`src/rtl/alu1_issue_queue_pkg.sv`:
```
// Shared ALU1 micro-op layout: field widths, bit offsets and execution-unit bit indices.
// The packed struct below is the single source of truth for the 99-bit issue bus.
package alu1_issue_queue_pkg;

    localparam int ALU1_UOP_W = 99;

    // Unit one-hot bit indices, MSB..LSB = {SYS_REG,LOGIC,SHIFT,ADDER,MUL,SDIV,UDIV}
    localparam int UNIT_UDIV    = 0;
    localparam int UNIT_SDIV    = 1;
    localparam int UNIT_MUL     = 2;
    localparam int UNIT_ADDER   = 3;
    localparam int UNIT_SHIFT   = 4;
    localparam int UNIT_LOGIC   = 5;
    localparam int UNIT_SYS_REG = 6;

    // LSB offsets of each field inside the packed micro-op
    localparam int OFF_FLAGS_REGNAME   = 0;
    localparam int OFF_FLAGS_WRITEBACK = 4;
    localparam int OFF_DEST_REGNAME    = 5;
    localparam int OFF_DEST_SYSREG     = 11;
    localparam int OFF_SOURCE1         = 12;
    localparam int OFF_SOURCE0         = 44;
    localparam int OFF_UNIT            = 76;
    localparam int OFF_AFE             = 83;
    localparam int OFF_CMD             = 87;
    localparam int OFF_COMMIT_TAG      = 92;
    localparam int OFF_WRITEBACK       = 98;

    typedef struct packed {
        logic        writeback;
        logic [5:0]  commit_tag;
        logic [4:0]  cmd;
        logic [3:0]  afe;
        logic [6:0]  unit;
        logic [31:0] source0;
        logic [31:0] source1;
        logic        dest_sysreg;
        logic [5:0]  dest_regname;
        logic        flags_writeback;
        logic [3:0]  flags_regname;
    } alu1_uop_t;

    function automatic logic is_div(input logic [6:0] unit);
        return unit[UNIT_SDIV] | unit[UNIT_UDIV];
    endfunction

endpackage

```
`src/rtl/alu1_issue_queue_sync_fifo.sv`:
```
// Synchronous in-order FIFO with a synchronous clear (iREMOVE) that wins over push/pop.
// Read data always reflects the entry at the read pointer; no write-to-read bypass.
module alu1_issue_queue_sync_fifo #(
    parameter int N       = 99,
    parameter int DEPTH   = 4,
    parameter int DEPTH_N = 2
) (
    input  logic           iCLOCK,
    input  logic           inRESET,
    input  logic           iREMOVE,
    input  logic           iWR_EN,
    input  logic [N-1:0]   iWR_DATA,
    input  logic           iRD_EN,
    output logic [N-1:0]   oRD_DATA,
    output logic           oFULL,
    output logic           oEMPTY
);

    localparam logic [DEPTH_N:0] FULL_CNT = (DEPTH_N+1)'(DEPTH);

    logic [N-1:0]       mem_q [DEPTH];
    logic [DEPTH_N-1:0] wr_ptr_q, wr_ptr_d;
    logic [DEPTH_N-1:0] rd_ptr_q, rd_ptr_d;
    logic [DEPTH_N:0]   count_q, count_d;
    logic               wr_fire, rd_fire;

    assign oFULL    = (count_q == FULL_CNT);
    assign oEMPTY   = (count_q == '0);
    assign oRD_DATA = mem_q[rd_ptr_q];

    // A push into a full queue is dropped, as is a pop from an empty one.
    assign wr_fire = iWR_EN && !oFULL;
    assign rd_fire = iRD_EN && !oEMPTY;

    always_comb begin
        wr_ptr_d = wr_ptr_q;
        rd_ptr_d = rd_ptr_q;
        count_d  = count_q;
        if (iREMOVE) begin
            wr_ptr_d = '0;
            rd_ptr_d = '0;
            count_d  = '0;
        end else begin
            if (wr_fire) wr_ptr_d = wr_ptr_q + 1'b1;
            if (rd_fire) rd_ptr_d = rd_ptr_q + 1'b1;
            if (wr_fire && !rd_fire)      count_d = count_q + 1'b1;
            else if (!wr_fire && rd_fire) count_d = count_q - 1'b1;
        end
    end

    always_ff @(posedge iCLOCK or negedge inRESET) begin
        if (!inRESET) begin
            wr_ptr_q <= '0;
            rd_ptr_q <= '0;
            count_q  <= '0;
            for (int i = 0; i < DEPTH; i++) mem_q[i] <= '0;
        end else begin
            wr_ptr_q <= wr_ptr_d;
            rd_ptr_q <= rd_ptr_d;
            count_q  <= count_d;
            if (wr_fire && !iREMOVE) mem_q[wr_ptr_q] <= iWR_DATA;
        end
    end

endmodule

```
`src/rtl/alu1_issue_queue.sv`:
```
// ALU1 issue queue: buffers issued micro-ops and feeds the EX_ALU1 bus in order, holding
// the head on execute lock or when the execute port already tracks DIV_MAX divides.
// Handshake: oEX_ALU1_VALID high means the execute port took the head this cycle (no ready).
module alu1_issue_queue
    import alu1_issue_queue_pkg::*;
#(
    parameter int DEPTH   = 4,
    parameter int DEPTH_N = 2,
    parameter int DIV_MAX = 16
) (
    input  logic        iCLOCK,
    input  logic        inRESET,
    input  logic        iFREE_EX,
    input  logic        iISSUE_VALID,
    input  logic [98:0] iISSUE_DATA,
    output logic        oISSUE_LOCK,
    input  logic        iEX_ALU1_LOCK,
    input  logic        iDIV_DONE,
    output logic        oEX_ALU1_VALID,
    output logic        oEX_ALU1_WRITEBACK,
    output logic [5:0]  oEX_ALU1_COMMIT_TAG,
    output logic [4:0]  oEX_ALU1_CMD,
    output logic [3:0]  oEX_ALU1_AFE,
    output logic [6:0]  oEX_ALU1_UNIT,
    output logic [31:0] oEX_ALU1_SOURCE0,
    output logic [31:0] oEX_ALU1_SOURCE1,
    output logic        oEX_ALU1_DESTINATION_SYSREG,
    output logic [5:0]  oEX_ALU1_DESTINATION_REGNAME,
    output logic        oEX_ALU1_FLAGS_WRITEBACK,
    output logic [3:0]  oEX_ALU1_FLAGS_REGNAME,
    output logic [4:0]  oDIV_OUTSTANDING
);

    localparam logic [4:0] DIV_MAX_C = 5'(DIV_MAX);

    logic [ALU1_UOP_W-1:0] head_raw;
    alu1_uop_t             head;
    logic                  fifo_full, fifo_empty;
    logic                  div_head, div_block, pop;
    logic                  div_inc, div_dec;
    logic [4:0]            div_cnt_q, div_cnt_d;

    alu1_issue_queue_sync_fifo #(
        .N       (ALU1_UOP_W),
        .DEPTH   (DEPTH),
        .DEPTH_N (DEPTH_N)
    ) u_fifo (
        .iCLOCK   (iCLOCK),
        .inRESET  (inRESET),
        .iREMOVE  (iFREE_EX),
        .iWR_EN   (iISSUE_VALID),
        .iWR_DATA (iISSUE_DATA),
        .iRD_EN   (pop),
        .oRD_DATA (head_raw),
        .oFULL    (fifo_full),
        .oEMPTY   (fifo_empty)
    );

    assign head      = alu1_uop_t'(head_raw);
    assign div_head  = is_div(head.unit);
    assign div_block = div_head && (div_cnt_q == DIV_MAX_C);

    // Strictly in-order: a blocked divide at the head stalls everything behind it.
    assign pop = !fifo_empty && !iEX_ALU1_LOCK && !div_block && !iFREE_EX;

    assign div_inc = pop && div_head;
    assign div_dec = iDIV_DONE && (div_cnt_q != '0);

    always_comb begin
        div_cnt_d = div_cnt_q;
        if (iFREE_EX)                div_cnt_d = '0;
        else if (div_inc && !div_dec) div_cnt_d = div_cnt_q + 1'b1;
        else if (!div_inc && div_dec) div_cnt_d = div_cnt_q - 1'b1;
    end

    always_ff @(posedge iCLOCK or negedge inRESET) begin
        if (!inRESET) div_cnt_q <= '0;
        else          div_cnt_q <= div_cnt_d;
    end

    assign oISSUE_LOCK                  = fifo_full;
    assign oEX_ALU1_VALID               = pop;
    assign oDIV_OUTSTANDING             = div_cnt_q;
    assign oEX_ALU1_WRITEBACK           = head.writeback;
    assign oEX_ALU1_COMMIT_TAG          = head.commit_tag;
    assign oEX_ALU1_CMD                 = head.cmd;
    assign oEX_ALU1_AFE                 = head.afe;
    assign oEX_ALU1_UNIT                = head.unit;
    assign oEX_ALU1_SOURCE0             = head.source0;
    assign oEX_ALU1_SOURCE1             = head.source1;
    assign oEX_ALU1_DESTINATION_SYSREG  = head.dest_sysreg;
    assign oEX_ALU1_DESTINATION_REGNAME = head.dest_regname;
    assign oEX_ALU1_FLAGS_WRITEBACK     = head.flags_writeback;
    assign oEX_ALU1_FLAGS_REGNAME       = head.flags_regname;

endmodule

```
`config.mk`:
```
export PLATFORM = sky130hd
export DESIGN_NAME = alu1_issue_queue
export DESIGN_NICKNAME = d
export VERILOG_FILES = /design/src/rtl/alu1_issue_queue_pkg.sv /design/src/rtl/alu1_issue_queue_sync_fifo.sv /design/src/rtl/alu1_issue_queue.sv
export SDC_FILE = /design/constraint.sdc
export NUM_CORES = 1
export LEC_CHECK = 0
export ABC_AREA = 1
export BUFFER_PORTS_ARGS = -buffer_cell sky130_fd_sc_hd__buf_4
export CAP_MARGIN = 10
export CELL_PAD_IN_SITES_DETAIL_PLACEMENT = 1
export CELL_PAD_IN_SITES_GLOBAL_PLACEMENT = 1
export CORE_MARGIN = 4
export CORE_UTILIZATION = 45
export CTS_CLUSTER_DIAMETER = 80
export DETAILED_ROUTE_END_ITERATION = 12
export PLACE_DENSITY_LB_ADDON = 0.1
export SLEW_MARGIN = 20
export SYNTH_ARGS = -nofsm -noshare
export SYNTH_HDL_FRONTEND = slang
export SYNTH_SLANG_ARGS = --single-unit
```
`constraint.sdc`:
```
create_clock -name iCLOCK -period 5.4 [get_ports iCLOCK]
set_input_delay 0.27 -clock iCLOCK [delete_from_list [all_inputs] [get_ports iCLOCK]]
set_output_delay 0.27 -clock iCLOCK [all_outputs]
set_load 0.01 [all_outputs]
```
==> results of run 1 <==
## registers in the layout (all words and copies together), names as in the netlist
register          count
u_fifo.mem_q        396
u_fifo.count_q        3
u_fifo.rd_ptr_q       2
oDIV_OUTSTANDING      5
u_fifo.wr_ptr_q       2
## report_power, final
| part | internal (W) | switching [W] | total (W) |
|---|---|---|---|
| registers | 0.00439 | 0.000774 | 0.00517 |
| logic | 0.00183 | 0.00254 | 0.00437 |
| clock network | 0.00184 | 0.00123 | 0.00307 |
| total | 0.00806 | 0.00455 | 0.0126 |
## area by class of cell
cell class / count / area [um2] / area share, %
multi-input cells: 1375 / 6480 / 30.4
clock inverters: 10 / 131 / 0.616
flip-flops and latches: 408 / 10200 / 47.9
clock buffers: 68 / 1340 / 6.26
inverters: 121 / 463 / 2.17
repair buffers: 257 / 2060 / 9.65
well taps: 518 / 648 / 3.04
## layout by cell type (no fill, tap or decap), types with 2 or more instances in the layout
cell type / synthesis / routed
sky130_fd_sc_hd__nand3_1: 10 / 10
sky130_fd_sc_hd__a21oi_1: 4 / 4
sky130_fd_sc_hd__inv_6: 0 / 2
sky130_fd_sc_hd__clkinv_2: 1 / 6
sky130_fd_sc_hd__buf_12: 0 / 3
sky130_fd_sc_hd__bufinv_16: 0 / 3
sky130_fd_sc_hd__o21ai_1: 66 / 66
sky130_fd_sc_hd__xor2_1: 3 / 3
sky130_fd_sc_hd__buf_4: 5 / 219
sky130_fd_sc_hd__dfrtp_1: 408 / 406
sky130_fd_sc_hd__nand4_1: 6 / 6
sky130_fd_sc_hd__nand3_2: 2 / 2
sky130_fd_sc_hd__inv_1: 117 / 117
sky130_fd_sc_hd__o22ai_1: 97 / 97
sky130_fd_sc_hd__dlygate4sd3_1: 0 / 34
sky130_fd_sc_hd__nor2_1: 196 / 196
sky130_fd_sc_hd__clkbuf_1: 79 / 13
sky130_fd_sc_hd__nand2_2: 6 / 6
sky130_fd_sc_hd__nand2_4: 7 / 3
sky130_fd_sc_hd__clkbuf_16: 0 / 47
sky130_fd_sc_hd__ha_1: 8 / 8
sky130_fd_sc_hd__o21ai_0: 527 / 527
sky130_fd_sc_hd__fa_1: 2 / 2
sky130_fd_sc_hd__nand2_1: 433 / 433
sky130_fd_sc_hd__nand2_8: 0 / 4
sky130_fd_sc_hd__clkbuf_8: 0 / 8
## cell families after synthesis
kind of cell	share of synthesized area (%)
AO/OA/AOI/OAI	20.2
XOR/XNOR	0.195
adder cells (fa/ha/maj)	0.779
buffers and inverters	7.41
flip-flops	56.8
AND/OR/NAND/NOR	14.6
## per-stage QoR
step                cells  total power, W  utilization (%)
floorplan            2054         0.00762                -
global placement     2645         0.00933             49.9
detailed placement   2645         0.00955             49.9
CTS                  2757          0.0127             54.6
global route         2757          0.0135             54.6
finish               2757          0.0126             54.6
## per-layer routing
| metal | track usage (%) | vias to the layer above | share of wire (%) |
|---|---|---|---|
| met5 | 0 | - | 0.038 |
| met4 | 6.70 | 2 | 2.0 |
| met3 | 4.35 | 69 | 4.6 |
| met2 | 40.7 | 261 | 48 |
| met1 | 31.3 | 7580 | 45 |
| li1 | - | 7110 | - |
## cells in the mapped netlist (3+ instances only)
| library cell | n |
|---|---|
| sky130_fd_sc_hd__nand2_1 | 433 |
| sky130_fd_sc_hd__nand3_1 | 10 |
| sky130_fd_sc_hd__clkbuf_1 | 79 |
| sky130_fd_sc_hd__dfrtp_1 | 408 |
| sky130_fd_sc_hd__buf_4 | 5 |
| sky130_fd_sc_hd__o21ai_1 | 66 |
| sky130_fd_sc_hd__a21oi_1 | 4 |
| sky130_fd_sc_hd__xor2_1 | 3 |
| sky130_fd_sc_hd__inv_1 | 117 |
| sky130_fd_sc_hd__ha_1 | 8 |
| sky130_fd_sc_hd__buf_2 | 30 |
| sky130_fd_sc_hd__nand4_1 | 6 |
| sky130_fd_sc_hd__nor2_1 | 196 |
| sky130_fd_sc_hd__nand2_2 | 6 |
| sky130_fd_sc_hd__o22ai_1 | 97 |
| sky130_fd_sc_hd__nand2_4 | 7 |
| sky130_fd_sc_hd__o21ai_0 | 527 |
| sky130_fd_sc_hd__buf_6 | 34 |
## worst max-delay path: cells and delay by family (launching register included)
kind	cells	cell delay, ns
AO/OA/AOI/OAI	2	0.55
buffers and inverters	2	0.92
flip-flops	1	0.89
## what timing repair did
item	4_1_cts	5_1_grt
gates resized for setup	0	0
hold buffers	34	0
hold endpoints to repair	138	0
## path summary, 6_finish.rpt
| path | from | end | slack (ns) | depth (start not counted) |
|---|---|---|---|---|
| max | u_fifo.rd_ptr_q[0] | oEX_ALU1_AFE[3] | 2.16 | 4 |
| min | iISSUE_DATA[69] | u_fifo.mem_q[366] | 0.02 | 3 |
| max reg2reg | u_fifo.rd_ptr_q[0] | oDIV_OUTSTANDING[4] | 2.54 | 16 |
| min reg2reg | u_fifo.mem_q[114] | u_fifo.mem_q[114] | 0.48 | 2 |
| max in group asynchronous | inRESET | u_fifo.mem_q[251] | 3.75 | 3 |
| min in group asynchronous | inRESET | u_fifo.mem_q[291] | 0.34 | 2 |
==> impl_summary.md, run 1 <==
Outcome
The run finished with clean final reports.

Setup path
The largest individual stage delay along the critical path comes from the cell sky130_fd_sc_hd__dfrtp_4. The required time of the worst setup path is 5.13 ns. The maximum cell stage delay along the critical path is 0.89 ns. The arrival time reported for the critical path endpoint is 2.97 ns. Among the stages of the critical path, the cell type that occurs most often is sky130_fd_sc_hd__buf_4. The largest driver fanout on the critical path is 70. The launching element type of the critical path is a flip-flop. Traced cell by cell, the critical path runs through buf_4 > o21ai_0 > o22ai_1 > buf_4. The critical path endpoint category is an output port. The critical path is of the flip-flop to output port type.

Cells and area
The share of post-route cells with drive strength above 1 is 14.1%. The layout-stage area growth over the synthesis result is 18.6%. Fill cells in the final layout number 4566. The number of nets in the final layout is 2323. 0 antenna diodes ended up in the layout. The cell area after layout is 21300 um2.

Timing
The final number of max-transition violations is 0. The aggregate negative setup slack is 0 ns. Setup repair after global routing left no endpoint under its margin. The worst hold-check slack is 0.0197 ns. The final worst clock skew is 0.0105 ns. Static timing analysis puts the maximum clock frequency at 308 MHz. The worst slew slack as a fraction of its limit is 29.2%.

For the pin with the worst max-slew slack, the measured transition is 1.06 ns. For the finished layout, the period the worst path requires is 3.24 ns. The final worst setup slack is 2.16 ns. The post-route clock period utilization is 60.0%.

The final-report hold violation count is 0. The final number of setup-violating endpoints is 0.

Yosys
By area the synthesized netlist is led by sky130_fd_sc_hd__dfrtp_1, sky130_fd_sc_hd__o21ai_0, sky130_fd_sc_hd__nand2_1. The synthesized netlist net count is 2169. During synthesis, Yosys emitted a total of 0 warnings. Of all cell types, the one taking the most synthesized area is sky130_fd_sc_hd__dfrtp_1. After synthesis the cells add up to 18000 um2.

After synthesis, the mean cell area works out to 8.76 um2. The proportion of synthesized chip area in sequential cells is 56.8%. The synthesized netlist contains 32 unique library cells.

After synthesis, the largest area contributor takes up 56.8% of total cell area. Among all flip-flop cells after synthesis, the most frequent one is sky130_fd_sc_hd__dfrtp_1. The proportion of register bits with asynchronous set or reset after synthesis is 100%. The total of flip-flops plus latches after synthesis is 408. The count of flip-flops with a built-in enable after synthesis is 0. Synthesis produced 2054 cells.

Pwr
The worst voltage drop across the vdd grid is 0.403 mV. Summed over all cells, the static leakage comes to 10.4 nW. Power spread over the standard cell area amounts to 591 nW/um2.

Global route
The initial antenna violation count is 1. The via count of the first global-routing pass is 16286. The aggregate global-route resource usage is 23.8%. The remaining global-route overflow is 0.

The first global-routing pass estimated 86.1 mm of wire. The largest net degree at the start of global routing is 195.

Detailed routing
The number of detailed-routing iterations run before antenna repair is 5. After detailed routing, the average wire length per cell comes to 18.9 um. For this run, design rule violations remaining after detail routing come to 0. The total wire length after detailed routing is 52.0 mm. In the routed layout, each cell is associated on average with a via count of 5.45.

In this run the remaining antenna-violating nets after routing total 0. The number of violations reported at the end of detailed-routing iteration 0 is 782. For this block, the via count after detailed routing is 15022.

Clock tree
The root buffer cell is sky130_fd_sc_hd__clkbuf_16. In this run the number of H-tree levels came out at 2. The number of buffers on the longest clock path is 3. The number of CTS-inserted buffers is 45. Clock-pin slew was measured on the worst setup and hold paths at 0.06 ns. Counting every sink on the clock net gives 408. The TritonCTS clock tree is built.

The clock insertion delay at the later pin of the skew report is 0.57 ns. After clock tree synthesis, the setup repair step added 0 buffers.

Worst hold path
The worst min-delay path class is primary input to flip-flop.

Placed design
The pre-CTS worst setup slack is 2.55 ns. In this run the tool buffered the top-level ports with 210 buffer cells. Detailed placement ended at an HPWL of 29.3 mm. The global placer's final weighted congestion is 0.805. The instance area after placement is 19500 um2.

Die
The x dimension of the die is 208 um. The cell row count is 72. Once the floorplan was initialized, standard cells occupied 46.0% of the core. 211 I/O pins were placed. The die covers 43200 um2.

The area of the core is 39100 um2. The die height is 208 um.

Job
Max-cap violations in this run came to 0.
No activity file was read; power rests on OpenSTA's default activity.
==> inputs of run 2 (changes only) <==
--- a/config.mk
+++ b/config.mk
@@ -11,7 +11,7 @@
 export CELL_PAD_IN_SITES_DETAIL_PLACEMENT = 1
 export CELL_PAD_IN_SITES_GLOBAL_PLACEMENT = 1
 export CORE_MARGIN = 4
-export CORE_UTILIZATION = 45
+export CORE_UTILIZATION = 44
 export CTS_CLUSTER_DIAMETER = 80
 export DETAILED_ROUTE_END_ITERATION = 12
 export PLACE_DENSITY_LB_ADDON = 0.1
==> constraint.sdc (replaced) <==
create_clock -name iCLOCK -period 3.1 [get_ports iCLOCK]
set_input_delay 0.155 -clock iCLOCK [delete_from_list [all_inputs] [get_ports iCLOCK]]
set_output_delay 0.155 -clock iCLOCK [all_outputs]
set_load 0.01 [all_outputs]
==> run 2 against run 1 <==
Compared with the run above:
- clock-buffer cell count up 4
- non-clock buffer count grew 78
- first-iteration DRC count increased by 21%
- critical path depth is 1 higher
- critical endpoint is now oEX_ALU1_SOURCE1[27]
- largest cell class unchanged
==> impl_summary.md, run 2 (same netlist as run 1, synthesis figures left out) <==
Placed design
The instance area after placement is 19700 um2. The congestion estimate from routability-driven global placement came to 0.765. Once detailed placement completed, the half-perimeter wirelength came to 29.3 mm. During placement, the flow inserted port buffers numbering 210.

Setup path
The worst setup path is launched from a flip-flop. The maximum cell stage delay along the critical path is 0.60 ns. The largest individual stage delay along the critical path comes from the cell sky130_fd_sc_hd__buf_12.

The setup path with the least slack is of type flip-flop to output port. The largest driver fanout on the critical path is 186. The critical path endpoint category is an output port.

For the worst setup path, the data arrival time is 2.62 ns. At the worst endpoint, the required time is 2.94 ns. Traced cell by cell, the critical path runs through inv_6 > buf_12 > o21ai_0 > o22ai_1 > buf_4.

Clock tree
After clock tree synthesis, the clock-pin slew on the worst setup and hold paths is 0.06 ns. Post-CTS timing repair inserted 0 buffers for setup. At the later pin of the worst-skew pair, clock insertion delay measures 0.57 ns.

CTS built an H-tree with a depth of 2. The number of buffers on the longest clock path is 3. The TritonCTS clock tree is built. In this run, post-CTS repair resized a total of 0 instances. Counting the buffers created by CTS gives 45.

CTS saw 408 sinks. The root buffer cell is sky130_fd_sc_hd__clkbuf_16.

Die
From left edge to right edge, the die measures 210 um. The die covers 44200 um2. The effective utilization at floorplan is 44.9%. The die height is 210 um.

During I/O placement, the number of pins put on the boundary was 211. The area of the core is 40100 um2. The cell row count is 73.

Detailed routing
The count of nets left with antenna violations once routing finished came out at 0. After detailed routing, the number of remaining DRC violations is 0. The routed layout has 15319 vias.

Dividing the detail-routed wire length by the instance count gives 18.6 um. The first routing iteration left 949 violations. Summed over all layers, the routed wires come to 53.0 mm. The first detailed-routing pass took 5 iterations.

In the routed layout, each cell is associated on average with a via count of 5.38.

Cells and area
In the layout the commonest cells are sky130_fd_sc_hd__o21ai_0, sky130_fd_sc_hd__nand2_1, sky130_fd_sc_hd__dfrtp_1. Once layout is done, the placed cells without fillers occupy 22200 um2. Of the cells placed in the final design, the portion with a size suffix greater than 1 is 14.1%.

The register with the most flip-flops in the layout has 396 of them. The number of nets in the final layout is 2401. The library cell used most frequently in the layout, excluding fill and tap cells, is sky130_fd_sc_hd__o21ai_0. The register with the most flip-flops is u_fifo.mem_q. The area growth from synthesis to layout is 23.6%.

Timing
The final number of setup-violating endpoints is 0. Setup repair after global routing left no endpoint under its margin. The final-report hold violation count is 0. Static timing analysis puts the maximum clock frequency at 360 MHz. Summed over all failing endpoints, the final setup total negative slack is 0 ns.

The actual slew at the worst max-slew pin is 0.938 ns. The final number of max-transition violations came to 0. In this run the tightest slew margin relative to its limit is 37.4%. Clock skew on the completed layout was measured at 0.0262 ns. The worst path needs 2.78 ns of the cycle, external delays included.

After layout, the worst path uses 89.7% of the clock period.

Pwr
The internal power contribution is 0.0142 W. In this run the power spent charging and discharging nets is 0.00795 W. The total power density per cell area is 995 nW/um2.

The leakage power summed over all cells is 10.8 nW. The part of the power in combinational logic is 35.3%. The fraction of power consumed by sequential logic is 40.4%. Of the total power, the share spent switching nets is 36.0%. The worst-case IR drop observed on VDD is 0.710 mV. Of the total power, the clock network draws 24.4%.

Worst hold path
The worst min-delay path class is primary input to flip-flop.

Global route
Across every metal layer, demand over resource in global routing totals 23.9%. The largest net degree at the start of global routing is 199. Summed over all layers, the global routing overflow is 0. The initial antenna violation count is 3. The via count of the first global-routing pass is 16422. The global-route wire length before repair is 87.0 mm.

Outcome
The flow ran to the end, and the final reports show no timing, DRC or antenna violations.

Job
Max-cap violations in this run came to 0.
==> run 2: cell count changes in the layout (fill, tap and decap cells not counted), sizes merged <==
cell,previous run,this run
buf,223,231
bufinv,3,2
clkbuf,68,72
clkinv,6,7
clkinvlp,1,0
diode,0,1
dlygate4sd3,34,104
==> run 2: final timing paths <==
kind	slack [ns]	endpoint	start	cells past startpoint
min	0.07	u_fifo.wr_ptr_q[0]	iISSUE_VALID	6
max in group asynchronous	1.90	u_fifo.mem_q[392]	inRESET	4
max	0.32	oEX_ALU1_SOURCE1[27]	u_fifo.rd_ptr_q[0]	5
max reg2reg	0.56	oDIV_OUTSTANDING[4]	u_fifo.rd_ptr_q[1]	16
min reg2reg	0.48	u_fifo.mem_q[165]	u_fifo.mem_q[165]	2
min in group asynchronous	0.17	u_fifo.mem_q[293]	inRESET	2
==> run 2: power by group through the flow <==
stage,clock network (W),logic [W],registers (W)
2_1_floorplan,0,0.00468,0.00858
3_3_place_gp,0,0.00745,0.00883
3_5_place_dp,0,0.00770,0.00895
4_1_cts,0.00551,0.00789,0.00889
5_1_grt,0.00574,0.00878,0.00921
6_report,0.00539,0.00780,0.00892
==> run 2: critical path: cells and delay by family, from the launching register on <==
family / cells / cell delay (ns)
buffers and inverters: 3 / 0.92
AO/OA/AOI/OAI: 2 / 0.43
flip-flops: 1 / 0.54
==> run 2: final cells by class <==
cell class,count,area [um2]
Clock inverter,9,98.8
Timing Repair Buffer,335,2920
Fill cell,4651,17900
Antenna cell,1,2.50
Sequential cell,408,10200
Inverter,121,463
Multi-Input combinational cell,1375,6480
Clock buffer,72,1390
Tap cell,525,657
==> run 2: timing repair <==
item                                    4_1_cts  5_1_grt
hold buffers                                104        0
endpoints found under the setup margin        0        0
hold endpoints to repair                    474        0
==> run 2: per-stage QoR <==
step                power [W]  hold slack (ns)  worst slack [ns]  std cells  util [%]
finish                 0.0221           0.0660             0.320       2846      55.4
global route           0.0237           0.0815             0.144       2846      55.4
CTS                    0.0223           0.0328             0.301       2845      55.4
detailed placement     0.0167            0.186             0.569       2660      49.1
global placement       0.0163            0.181             0.624       2660      49.1
floorplan              0.0133           -0.141             0.999       2054         -
==> run 2: metal layers <==
| layer | vias up | GRT usage (%) | share of wire, % |
|---|---|---|---|
| li1 | 7292 | - | - |
| met1 | 7685 | 31.4 | 45 |
| met2 | 258 | 41.0 | 49 |
| met3 | 80 | 4.05 | 4.0 |
| met4 | 4 | 6.95 | 2.2 |
| met5 | - | 0 | 0.040 |
